[config.mk]
export PLATFORM = sky130hd
export DESIGN_NAME = freq_meas_sequencer
export DESIGN_NICKNAME = d
export VERILOG_FILES = /design/src/rtl/freq_seq_pkg.sv /design/src/rtl/sync_edge_det.sv /design/src/rtl/freq_meas_sequencer.sv
export SDC_FILE = /design/constraint.sdc
export NUM_CORES = 1
export LEC_CHECK = 0
export CORE_AREA = 2 2 71 73
export DETAILED_ROUTE_END_ITERATION = 16
export DIE_AREA = 0 0 73 75
export GPL_TIMING_DRIVEN = 0
export PLACE_DENSITY = 0.74
export SETUP_SLACK_MARGIN = 0.2
export SLEW_MARGIN = 20
export SYNTH_ARGS = -nofsm -noshare
export SYNTH_HDL_FRONTEND = slang
export SYNTH_SLANG_ARGS = --single-unit
[constraint.sdc]
create_clock -name i_Clk -period 2 [get_ports i_Clk]
set_input_delay 0.2 -clock i_Clk [delete_from_list [all_inputs] [get_ports i_Clk]]
set_output_delay 0.2 -clock i_Clk [all_outputs]
set_load 0.005 [all_outputs]
[src/rtl/freq_seq_pkg.sv]
// ---------------------------------------------------------------------------
// freq_seq_pkg
// Shared definitions for the frequency-measurement sequencer:
//   - sequencer state encoding (CLEAR, GATE, LATCH, HOLD)
//   - measurement range encoding, its one-hot LED constants and step order
//   - edge-count saturation value and the largest displayable count
// ---------------------------------------------------------------------------
package freq_seq_pkg;

    // Sequencer states
    localparam logic [1:0] ST_CLEAR = 2'd0;
    localparam logic [1:0] ST_GATE  = 2'd1;
    localparam logic [1:0] ST_LATCH = 2'd2;
    localparam logic [1:0] ST_HOLD  = 2'd3;

    // Measurement ranges
    typedef enum logic [1:0] {
        RANGE_HZ  = 2'd0,
        RANGE_KHZ = 2'd1,
        RANGE_MHZ = 2'd2
    } range_e;

    localparam logic [2:0] ONEHOT_HZ  = 3'b001;
    localparam logic [2:0] ONEHOT_KHZ = 3'b010;
    localparam logic [2:0] ONEHOT_MHZ = 3'b100;

    // The edge counter stops here so it never wraps back into the
    // displayable range on a fast input.
    localparam logic [6:0] EDGE_SAT = 7'd100;
    // Largest count that fits on two decimal digits.
    localparam logic [6:0] DISP_MAX = 7'd99;

    function automatic logic [2:0] range_onehot(input range_e r);
        case (r)
            RANGE_KHZ: range_onehot = ONEHOT_KHZ;
            RANGE_MHZ: range_onehot = ONEHOT_MHZ;
            default:   range_onehot = ONEHOT_HZ;
        endcase
    endfunction

    // Hz -> kHz -> MHz -> Hz
    function automatic range_e range_next(input range_e r);
        case (r)
            RANGE_HZ:  range_next = RANGE_KHZ;
            RANGE_KHZ: range_next = RANGE_MHZ;
            default:   range_next = RANGE_HZ;
        endcase
    endfunction

endpackage

[src/rtl/sync_edge_det.sv]
// ---------------------------------------------------------------------------
// sync_edge_det
// Two-flop synchronizer followed by a registered rising-edge detector.
// Produces a one-cycle pulse for every rising edge of the asynchronous
// input. All flops clear on synchronous reset.
//
// Ports:
//   i_Clk    - system clock
//   i_Reset  - synchronous, active-high reset
//   i_Async  - asynchronous level to be synchronized
//   o_Pulse  - one-cycle pulse per rising edge of i_Async
// ---------------------------------------------------------------------------
module sync_edge_det (
    input  logic i_Clk,
    input  logic i_Reset,
    input  logic i_Async,
    output logic o_Pulse
);

    logic r_meta;
    logic r_sync;
    logic r_prev;

    always_ff @(posedge i_Clk) begin
        if (i_Reset) begin
            r_meta <= 1'b0;
            r_sync <= 1'b0;
            r_prev <= 1'b0;
        end else begin
            r_meta <= i_Async;
            r_sync <= r_meta;
            r_prev <= r_sync;
        end
    end

    assign o_Pulse = r_sync & ~r_prev;

endmodule

[src/rtl/freq_meas_sequencer.sv]
// ---------------------------------------------------------------------------
// freq_meas_sequencer
// Sequences one gated edge count of an external clock pin at a time:
// CLEAR the counters, open a gate whose length depends on the selected
// range, LATCH the result onto the display outputs, optionally HOLD.
// A rising edge on the range switch steps Hz -> kHz -> MHz -> Hz and
// restarts the measurement.
//
// Build option:
//   FREQ_SEQ_BCD_EN defined     : o_Display_Value is packed BCD (47 -> 0x47)
//   FREQ_SEQ_BCD_EN not defined : o_Display_Value is the binary count (47 -> 0x2F)
//
// Handshake: o_Valid is a one-cycle pulse with no ready; o_Display_Value
// and o_Overflow change only in the cycle o_Valid is high (or at reset) and
// stay stable until the next pulse.
//
// Parameters:
//   GATE_HZ / GATE_KHZ / GATE_MHZ - gate length in i_Clk cycles per range
//   GATE_W                        - gate counter width, must hold GATE_HZ
// Ports:
//   i_Clk           - 25 MHz system clock
//   i_Reset         - synchronous, active-high reset
//   i_Ext_Clk       - asynchronous measured signal
//   i_Range_Step    - debounced switch level, rising edge steps the range
//   i_Hold          - freeze the display after the next latch while high
//   o_Display_Value - [7:4] tens digit, [3:0] units digit
//   o_Range         - one-hot range: 001 Hz, 010 kHz, 100 MHz
//   o_Overflow      - last latched count was >= 100
//   o_Valid         - one-cycle pulse when a new result is latched
//   o_Busy          - high while the gate is open
// ---------------------------------------------------------------------------
module freq_meas_sequencer
    import freq_seq_pkg::*;
#(
    parameter int GATE_HZ  = 25_000_000,
    parameter int GATE_KHZ = 25_000,
    parameter int GATE_MHZ = 25,
    parameter int GATE_W   = 25
) (
    input  logic       i_Clk,
    input  logic       i_Reset,
    input  logic       i_Ext_Clk,
    input  logic       i_Range_Step,
    input  logic       i_Hold,
    output logic [7:0] o_Display_Value,
    output logic [2:0] o_Range,
    output logic       o_Overflow,
    output logic       o_Valid,
    output logic       o_Busy
);

    localparam logic [GATE_W-1:0] LEN_HZ    = GATE_W'(GATE_HZ);
    localparam logic [GATE_W-1:0] LEN_KHZ   = GATE_W'(GATE_KHZ);
    localparam logic [GATE_W-1:0] LEN_MHZ   = GATE_W'(GATE_MHZ);
    localparam logic [GATE_W-1:0] GATE_ONE  = GATE_W'(1);

    // -----------------------------------------------------------------------
    // Input conditioning
    // -----------------------------------------------------------------------
    logic w_ext_pulse;
    logic w_step_pulse;

    sync_edge_det u_ext_edge (
        .i_Clk   (i_Clk),
        .i_Reset (i_Reset),
        .i_Async (i_Ext_Clk),
        .o_Pulse (w_ext_pulse)
    );

    // The switch is already synchronous after debouncing; reusing the same
    // block keeps the logic uniform and costs two extra cycles of latency.
    sync_edge_det u_step_edge (
        .i_Clk   (i_Clk),
        .i_Reset (i_Reset),
        .i_Async (i_Range_Step),
        .o_Pulse (w_step_pulse)
    );

    // -----------------------------------------------------------------------
    // State and datapath registers
    // -----------------------------------------------------------------------
    logic [1:0]        r_state;
    logic [1:0]        w_state_next;
    range_e            r_range;
    logic [6:0]        r_edge_cnt;
    logic [GATE_W-1:0] r_gate_cnt;
    logic [7:0]        r_display;
    logic              r_overflow;
    logic              r_valid;

    logic [GATE_W-1:0] w_gate_len;
    logic [GATE_W-1:0] w_gate_term;
    logic              w_gate_done;
    logic [7:0]        w_disp_next;

    always_comb begin
        w_gate_len = LEN_HZ;
        case (r_range)
            RANGE_KHZ: w_gate_len = LEN_KHZ;
            RANGE_MHZ: w_gate_len = LEN_MHZ;
            default:   w_gate_len = LEN_HZ;
        endcase
    end

    assign w_gate_term = w_gate_len - GATE_ONE;
    assign w_gate_done = (r_state == ST_GATE) && (r_gate_cnt == w_gate_term);

    // -----------------------------------------------------------------------
    // Display value formatting
    // -----------------------------------------------------------------------
`ifdef FREQ_SEQ_BCD_EN
    logic [3:0] w_tens;
    logic [3:0] w_units;

    // Divide-by-10 for 0..99 as a comparator ladder: the highest multiple
    // of ten not exceeding the count gives the tens digit.
    always_comb begin
        w_tens = 4'd0;
        for (int k = 1; k <= 9; k++) begin
            if (r_edge_cnt >= 7'(k * 10)) begin
                w_tens = 4'(k);
            end
        end
        w_units = 4'(r_edge_cnt - 7'(w_tens * 4'd10));
    end

    always_comb begin
        w_disp_next = {w_tens, w_units};
        if (r_edge_cnt > DISP_MAX) begin
            w_disp_next = 8'h00;
        end
    end
`else
    always_comb begin
        w_disp_next = {1'b0, r_edge_cnt};
        if (r_edge_cnt > DISP_MAX) begin
            w_disp_next = 8'h00;
        end
    end
`endif

    // -----------------------------------------------------------------------
    // Next-state logic. A range step overrides every other transition,
    // including a gate terminal count in the same cycle.
    // -----------------------------------------------------------------------
    always_comb begin
        w_state_next = r_state;
        if (w_step_pulse) begin
            w_state_next = ST_CLEAR;
        end else begin
            case (r_state)
                ST_CLEAR: w_state_next = ST_GATE;
                ST_GATE:  w_state_next = w_gate_done ? ST_LATCH : ST_GATE;
                ST_LATCH: w_state_next = i_Hold ? ST_HOLD : ST_CLEAR;
                ST_HOLD:  w_state_next = i_Hold ? ST_HOLD : ST_CLEAR;
                default:  w_state_next = ST_CLEAR;
            endcase
        end
    end

    always_ff @(posedge i_Clk) begin
        if (i_Reset) begin
            r_state    <= ST_CLEAR;
            r_range    <= RANGE_HZ;
            r_edge_cnt <= 7'd0;
            r_gate_cnt <= '0;
            r_display  <= 8'h00;
            r_overflow <= 1'b0;
            r_valid    <= 1'b0;
        end else begin
            r_state <= w_state_next;

            if (w_step_pulse) begin
                r_range <= range_next(r_range);
            end

            // Counters: cleared on CLEAR or an aborting step, run only in GATE.
            if (w_step_pulse || (r_state == ST_CLEAR)) begin
                r_edge_cnt <= 7'd0;
                r_gate_cnt <= '0;
            end else if (r_state == ST_GATE) begin
                if (w_ext_pulse && (r_edge_cnt < EDGE_SAT)) begin
                    r_edge_cnt <= r_edge_cnt + 7'd1;
                end
                if (!w_gate_done) begin
                    r_gate_cnt <= r_gate_cnt + GATE_ONE;
                end
            end

            // Result latch. A step arriving in LATCH discards the result so
            // the display never shows a count taken under the old range.
            r_valid <= 1'b0;
            if (!w_step_pulse && (r_state == ST_LATCH)) begin
                r_display  <= w_disp_next;
                r_overflow <= (r_edge_cnt > DISP_MAX);
                r_valid    <= 1'b1;
            end
        end
    end

    assign o_Display_Value = r_display;
    assign o_Overflow      = r_overflow;
    assign o_Valid         = r_valid;
    assign o_Range         = range_onehot(r_range);
    assign o_Busy          = (r_state == ST_GATE);

endmodule
* Yosys cells after proc, flatten, opt, wreduce, memory -nomap -nowiden
Index checks and enable logic that the tools add are counted.
** Cells by class
- Div/mod/pow operators :: 0
- Mux-type cells :: 8
- Reduce and logical (&&, ||, !) cells :: 12
- Multipliers :: 0
- $lt $le $gt $ge :: 2
- $add $sub $neg :: 3
- Shift operators :: 0
- Eq/ne operators :: 6
- Bitwise gates (word level) :: 5
** Operators with widths (number)
- case mux 25 bit (2 select lines) :: 1
- adder 25 x 1 -> 25 bit, second input constant :: 1
- equality test 25 bit :: 1
- subtractor 25 x 1 -> 25 bit, second input constant :: 1
- adder 7 x 1 -> 7 bit, second input constant :: 1
- greater-than comparator 7 bit, second input constant :: 1
- less-than comparator 7 bit, second input constant :: 1
- two-way mux 7 bit :: 1
- equality test 2 bit, second input constant :: 3
- case mux 2 bit (3 select lines) :: 1
- case mux 3 bit (2 select lines) :: 1
- OR reduction 2 bit :: 3
- equality test 2 x 1 -> 1 bit, second input constant :: 2
- zero test 2 bit :: 2
- two-way mux 2 bit :: 2
- case mux 2 bit (2 select lines) :: 1
- AND reduction 2 bit :: 2
- logical AND 1 bit :: 3
- inverter 1 bit :: 3
- AND 1 bit :: 2
- zero test 1 bit :: 1
- logical OR 1 bit :: 1
- two-way mux 1 bit :: 1
** Word-level totals
- Bits in writable memories :: 0
- Bits in registers :: 52
- Bits in latches :: 0
- Memories kept :: 0
- Word-level logic and storage cells :: 49
- Bits in read-only memories :: 0
- Output and inout port bits :: 14

* Logic depth before layout (Yosys ltp)
Gate-level depths: netlist of run 1.
- Depth in word-level cells :: 7
- Depth in mapped cells :: 8
- Gate-level depth less buffers :: 8

* Modules after synthesis
From an unflattened synthesis of run 1, not the netlist that was laid out.
** Unflattened totals
- Cells, all modules :: 272
- Area, all modules :: 2421.1 sq um
** By module, submodules not included
- freq_meas_sequencer :: area an instance 2245.9 sq um, cells an instance 258, times used 1
- sync_edge_det :: area an instance 87.6 sq um, cells an instance 7, times used 2

* Least setup slack after synthesis of run 1
OpenSTA, ideal clock, no wires.
- Kind :: register to register
- From :: register r_range[0]
- To :: register r_gate_cnt[5]
- Arrival :: 1.893 ns
- Setup slack :: -0.010 ns
- Period minus slack after synthesis :: 2.010 ns
- Cell stages (with the launch flop) :: 8
- Setup time :: 0.116 ns
- Cell sequence :: dfxtp_1 > inv_1 > ha_1 > inv_2 > or3_4 > a221oi_4 > nand3_1 > a31o_2
** Between the ends
- Cells in the longest elaborated chain, start to end :: 7
** Ends and longest elaborated chain
- start, declared :: line freq_meas_sequencer.sv:84 : range_e r_range;
- start signal, assigned :: line freq_meas_sequencer.sv:174 : r_range <= range_next(r_range);
- equality test 2 bit or equality test 2 x 1 -> 1 bit (tied branches) :: line freq_meas_sequencer.sv:98 : case (r_range)
- case mux 25 bit (2 select lines) * :: line freq_meas_sequencer.sv:98
- subtractor 25 x 1 -> 25 bit * :: line freq_meas_sequencer.sv:105 : assign w_gate_term = w_gate_len - GATE_ONE;
- equality test 25 bit * :: line freq_meas_sequencer.sv:106 : assign w_gate_done = (r_state == ST_GATE) && (r_gate_cnt == w_gate_term);
- logical AND 1 bit * :: line freq_meas_sequencer.sv:106
- inverter 1 bit (no source line) *
- AND reduction 2 bit (no source line) *
- end signal, assigned :: line freq_meas_sequencer.sv:186 : r_gate_cnt <= r_gate_cnt + GATE_ONE;
- end, declared :: line freq_meas_sequencer.sv:86 : logic [GATE_W-1:0] r_gate_cnt;
Mark *: on every way between the ends. The rest lies on a longest branch, timed or not.
A chain may end at the register's enable or synchronous reset.

* Final worst setup path of run 1
- From :: register r_range[1]
- To :: register r_gate_cnt[5]
Same word-level chain as after synthesis.

==> summary.md, run 1 <==
| Metric | Value |
|---|---|
| Status | completed |
| Post-synthesis xor/xnor area fraction | 6.94% |
| CP bufs+invs | 3 |
| Asr flop ratio synth | 0% |
| Fraction of the cycle the final worst path needs | 99.6% |
| Die width | 73 µm |
| Final Power | 1.99 mW |
| Gr usage total | 18.8% |
| Cell count after synthesis | 270 |
| Startpoint types | register |
| Net Sw Power | 0.414 mW |
| Largest net degree at the start of global routing | 17 |
| Combinational power share | 6.0% |
| Slew margin rel. | 65.0% |
| Period minus WS final | 1990 ps |
| Leak | 1.10 nW |
| CP endpoint kind | register |
| Area of the mapped netlist | 2400 µm² |
| Core ar. | 4660 µm² |
| Remaining antenna violation count | 0 |
| Iter 0 DRT Violations | 72 |
| Global route overflow | 0 |
| Number of global-route vias before repair | 1720 |
| MaxCap Viol Count | 0 |
| CP max stage delay | 360 ps |
| Post-Place Worst Slack | -131 ps |
| FF-to-FF setup slack | 8 ps |
| CTS tree | yes |
| Area of the multi-input gates | 1400 µm² |
| WL final | 4950 µm |
| Clock power share | 42.2% |
| Net Sw Frac | 20.8% |
| Number of flops mapped to enable cells by yosys | 0 |
| IO buf count | 17 |
| Final setup viols | 0 |
| Placed cells | 341 |
| Row count | 25 |
| Share of power burned in registers | 51.8% |
| Sequential element share of the synthesized area | 42.6% |
| Root Buffer | clkbuf_8 |
| Vias per inst | 5.53 |
| Internal power | 1.58 mW |
| Clk_lat worst skew | 310 ps |
| Initial antenna violation count | 0 |
| Final instance area | 2970 µm² |
| Reg clk slew, reported paths | 100 ps |
| Max IR drop VDD | 0.000364 V |
| Mean Syn Cell Area | 8.88 µm² |
| Fill cells | 388 |
| Final Hold Viols | 0 |
| Starting density of the core | 51.5% |
| Synth Area in Adders | 3.65% |
| CTS Buf Count | 5 |
| Post-synthesis mux area share | 2.09% |
| Dpl cell area | 2660 µm² |
| Syn. warnings | 0 |
| CP arrival | 2190 ps |
| RSZ-0062 raised after global routing | yes |
| Worst Path Max Fanout | 4 |
| H-tree depth | 2 |
| Global placer's final weighted congestion | 0.802 |
| Post-Synth Simple-Gate Area | 30.6% |
| Class of the worst hold path | input pin to register |
| WL/cell | 13.7 µm |
| Die outline height | 75 µm |
| CP most frequent cell | inv_4 |
| First-pass GRT wire length | 7990 µm |
| Critical path required time | 2200 ps |
| Yosys cell types | 49 |
| Fmax | 0.502 GHz |
| Via Count | 1990 |
| Io pins | 19 |
| # nets final | 317 |
| HPWL Detailed | 3330 µm |
| Clock Skew | 11.0 ps |
| Worst-Margin Slew | 519 ps |
| CP delay by family, top | compound AO/OA/AOI/OAI gates |
| Syn nets | 282 |
| Clock buffer depth | 2 |
| Slowest cell on crit path | dfxtp_2 |
| Share of layout cells above drive strength 1 | 20.3% |
| Cell Pwr Density | 669 nW/µm² |
| Post-route DRC violation count | 0 |
| Slew Limit Fails | 0 |
| Diodes inserted | 0 |
| Kind of critical path | register to register |
| Crit-path cells | inv_4, ha_4, inv_4, or3_4, a221oi_4, buf_4, nand3_2, a31o_2 |
| Full die area | 5480 µm² |
| Synth Register Bits | 51 |
| Final Non-Filler Cells | 360 |
| FF+latch area | 1030 µm² |
| Compound-Gate Fraction of Synth Area | 11.4% |
| Largest family of logic cells by synthesized area | simple AND/OR/NAND/NOR gates |
| Layout overhead on the synthesized area | 24.0% |
| Clock sink total | 51 |
| Setup ws final | 8.00 ps |
| Primary FF master, synth | dfxtp_1 |
| Pre-antenna DRT Iters | 4 |
power groups by stage:
stage          clock network (mW)  logic (mW)  registers [mW]
6_report                    0.840       0.120            1.03
5_1_grt                     0.894       0.130            1.03
4_1_cts                     0.846       0.111            1.03
3_5_place_dp                    0       0.101            1.05
3_3_place_gp                    0      0.0997            1.05
2_1_floorplan                   0      0.0669            1.05
cells in the final DEF (no fill, tap or decap), types with 2 or more instances in the layout:
cell and n:
bufinv_16 2, a21oi_1 12, dfxtp_4 2, clkdlybuf4s50_1 16, nor4_1 2, ha_4 3
o21ai_0 6, nand3_2 2, dfxtp_2 4, inv_4 3, nor2_1 42, a21oi_2 2
buf_2 3, or3_1 6, nor3_1 5, ha_1 3, clkbuf_1 2, and4_4 2
xor2_1 15, xnor2_1 4, nand3_1 14, inv_1 3, and3_1 9, nand2b_1 2
a22oi_1 4, dfxtp_1 45, buf_4 13, mux2i_1 5, clkbuf_8 5, clkinvlp_4 2
nor2b_1 7, a31o_2 3, nand2_1 23, nand4_1 8
flip-flops by register name, indices dropped and copies added, names as in the netlist, 2 cells and up:
signal	cells
r_edge_cnt	7
o_Display_Value	7
r_gate_cnt	25
r_state	2
r_range	2
area by class of cell:
type	count	share of cell area, %
Inverter	7	1.26
Clock buffer	5	2.31
Tap cell	54	2.27
Timing Repair Buffer	28	8.58
Buffer	8	1.43
Sequential cell	51	34.7
Multi-Input combinational cell	204	47.1
Clock inverter	3	2.27
cell families (layout without fill, tap and decap cells):
group,after synthesis,after routing
and+or+nand+nor,136,136
DFF,51,51
AOI/OAI and AO/OA,36,36
xor gates and xnor gates,19,19
buffers and inverters,15,51
adders and majority gates,7,7
muxes,5,5
other,1,1
layer usage:
| metal | global-route usage (%) | wire length [µm] | vias up | share of wire (%) |
|---|---|---|---|---|
| met5 | 0 | 0 | - | 0 |
| met2 | 29.2 | 2290 | 28 | 46 |
| met1 | 26.0 | 2430 | 942 | 49 |
| li1 | - | - | 1015 | - |
| met4 | 7.20 | 53 | 0 | 1.1 |
| met3 | 3.75 | 170 | 5 | 3.4 |
metrics by stage:
stage / hold slack, ps / setup TNS, ps / utilization, %
after floorplan: 272 / 0 / -
after global placement: 429 / -2240 / 57.0
after detailed placement: 424 / -2430 / 57.0
after CTS: 445 / 0 / 61.7
after global routing: 457 / -183 / 63.8
final: 445 / 0 / 63.8
what timing repair did:
item | CTS | global route
gates resized for setup | 12 | 20
cloned | 0 | 0
setup buffers | 7 | 4
hold buffers | 0 | 0
pin swaps | 7 | 11
setup endpoints to repair | 34 | 40
final timing paths:
kind / start / to / cells after the start
setup / recovery: r_range[1]$_SDFFE_PP0P_ / r_gate_cnt[5]$_SDFFE_PP0P_ / 8
hold reg to reg: u_ext_edge.r_meta$_SDFF_PP0_ / u_ext_edge.r_sync$_SDFF_PP0_ / 1
hold / removal: i_Ext_Clk / u_ext_edge.r_meta$_SDFF_PP0_ / 2
setup reg to reg: r_range[1]$_SDFFE_PP0P_ / r_gate_cnt[5]$_SDFFE_PP0P_ / 8
Yosys cell counts (2+ instances only):
cell | number | area, µm²
ha_1 | 7 | 87.6
xor2_1 | 15 | 131
nor4_1 | 2 | 12.5
a31oi_1 | 2 | 12.5
nor2_1 | 42 | 158
and3_1 | 9 | 56.3
xnor2_1 | 4 | 35.0
nand4_1 | 8 | 50.1
nor3_1 | 5 | 25.0
or3_1 | 6 | 37.5
nand2b_1 | 2 | 12.5
dfxtp_1 | 51 | 1020
nand2_1 | 23 | 86.3
buf_1 | 2 | 7.51
buf_2 | 2 | 10.0
a22oi_1 | 4 | 30.0
inv_1 | 6 | 22.5
and4_1 | 3 | 26.3
clkbuf_1 | 3 | 11.3
nand3_1 | 15 | 75.1
mux2i_1 | 5 | 50.1
a31o_2 | 3 | 26.3
a21oi_1 | 14 | 70.1
o21ai_0 | 6 | 30.0
nor2b_1 | 7 | 43.8
No activity file was read; power rests on OpenSTA's default activity.
==> inputs of run 2 (changes only) <==
SLEW_MARGIN = 40   (was 20)
==> results of run 2 <==
The final DEF is identical to that of run 1; final timing and power are the same.
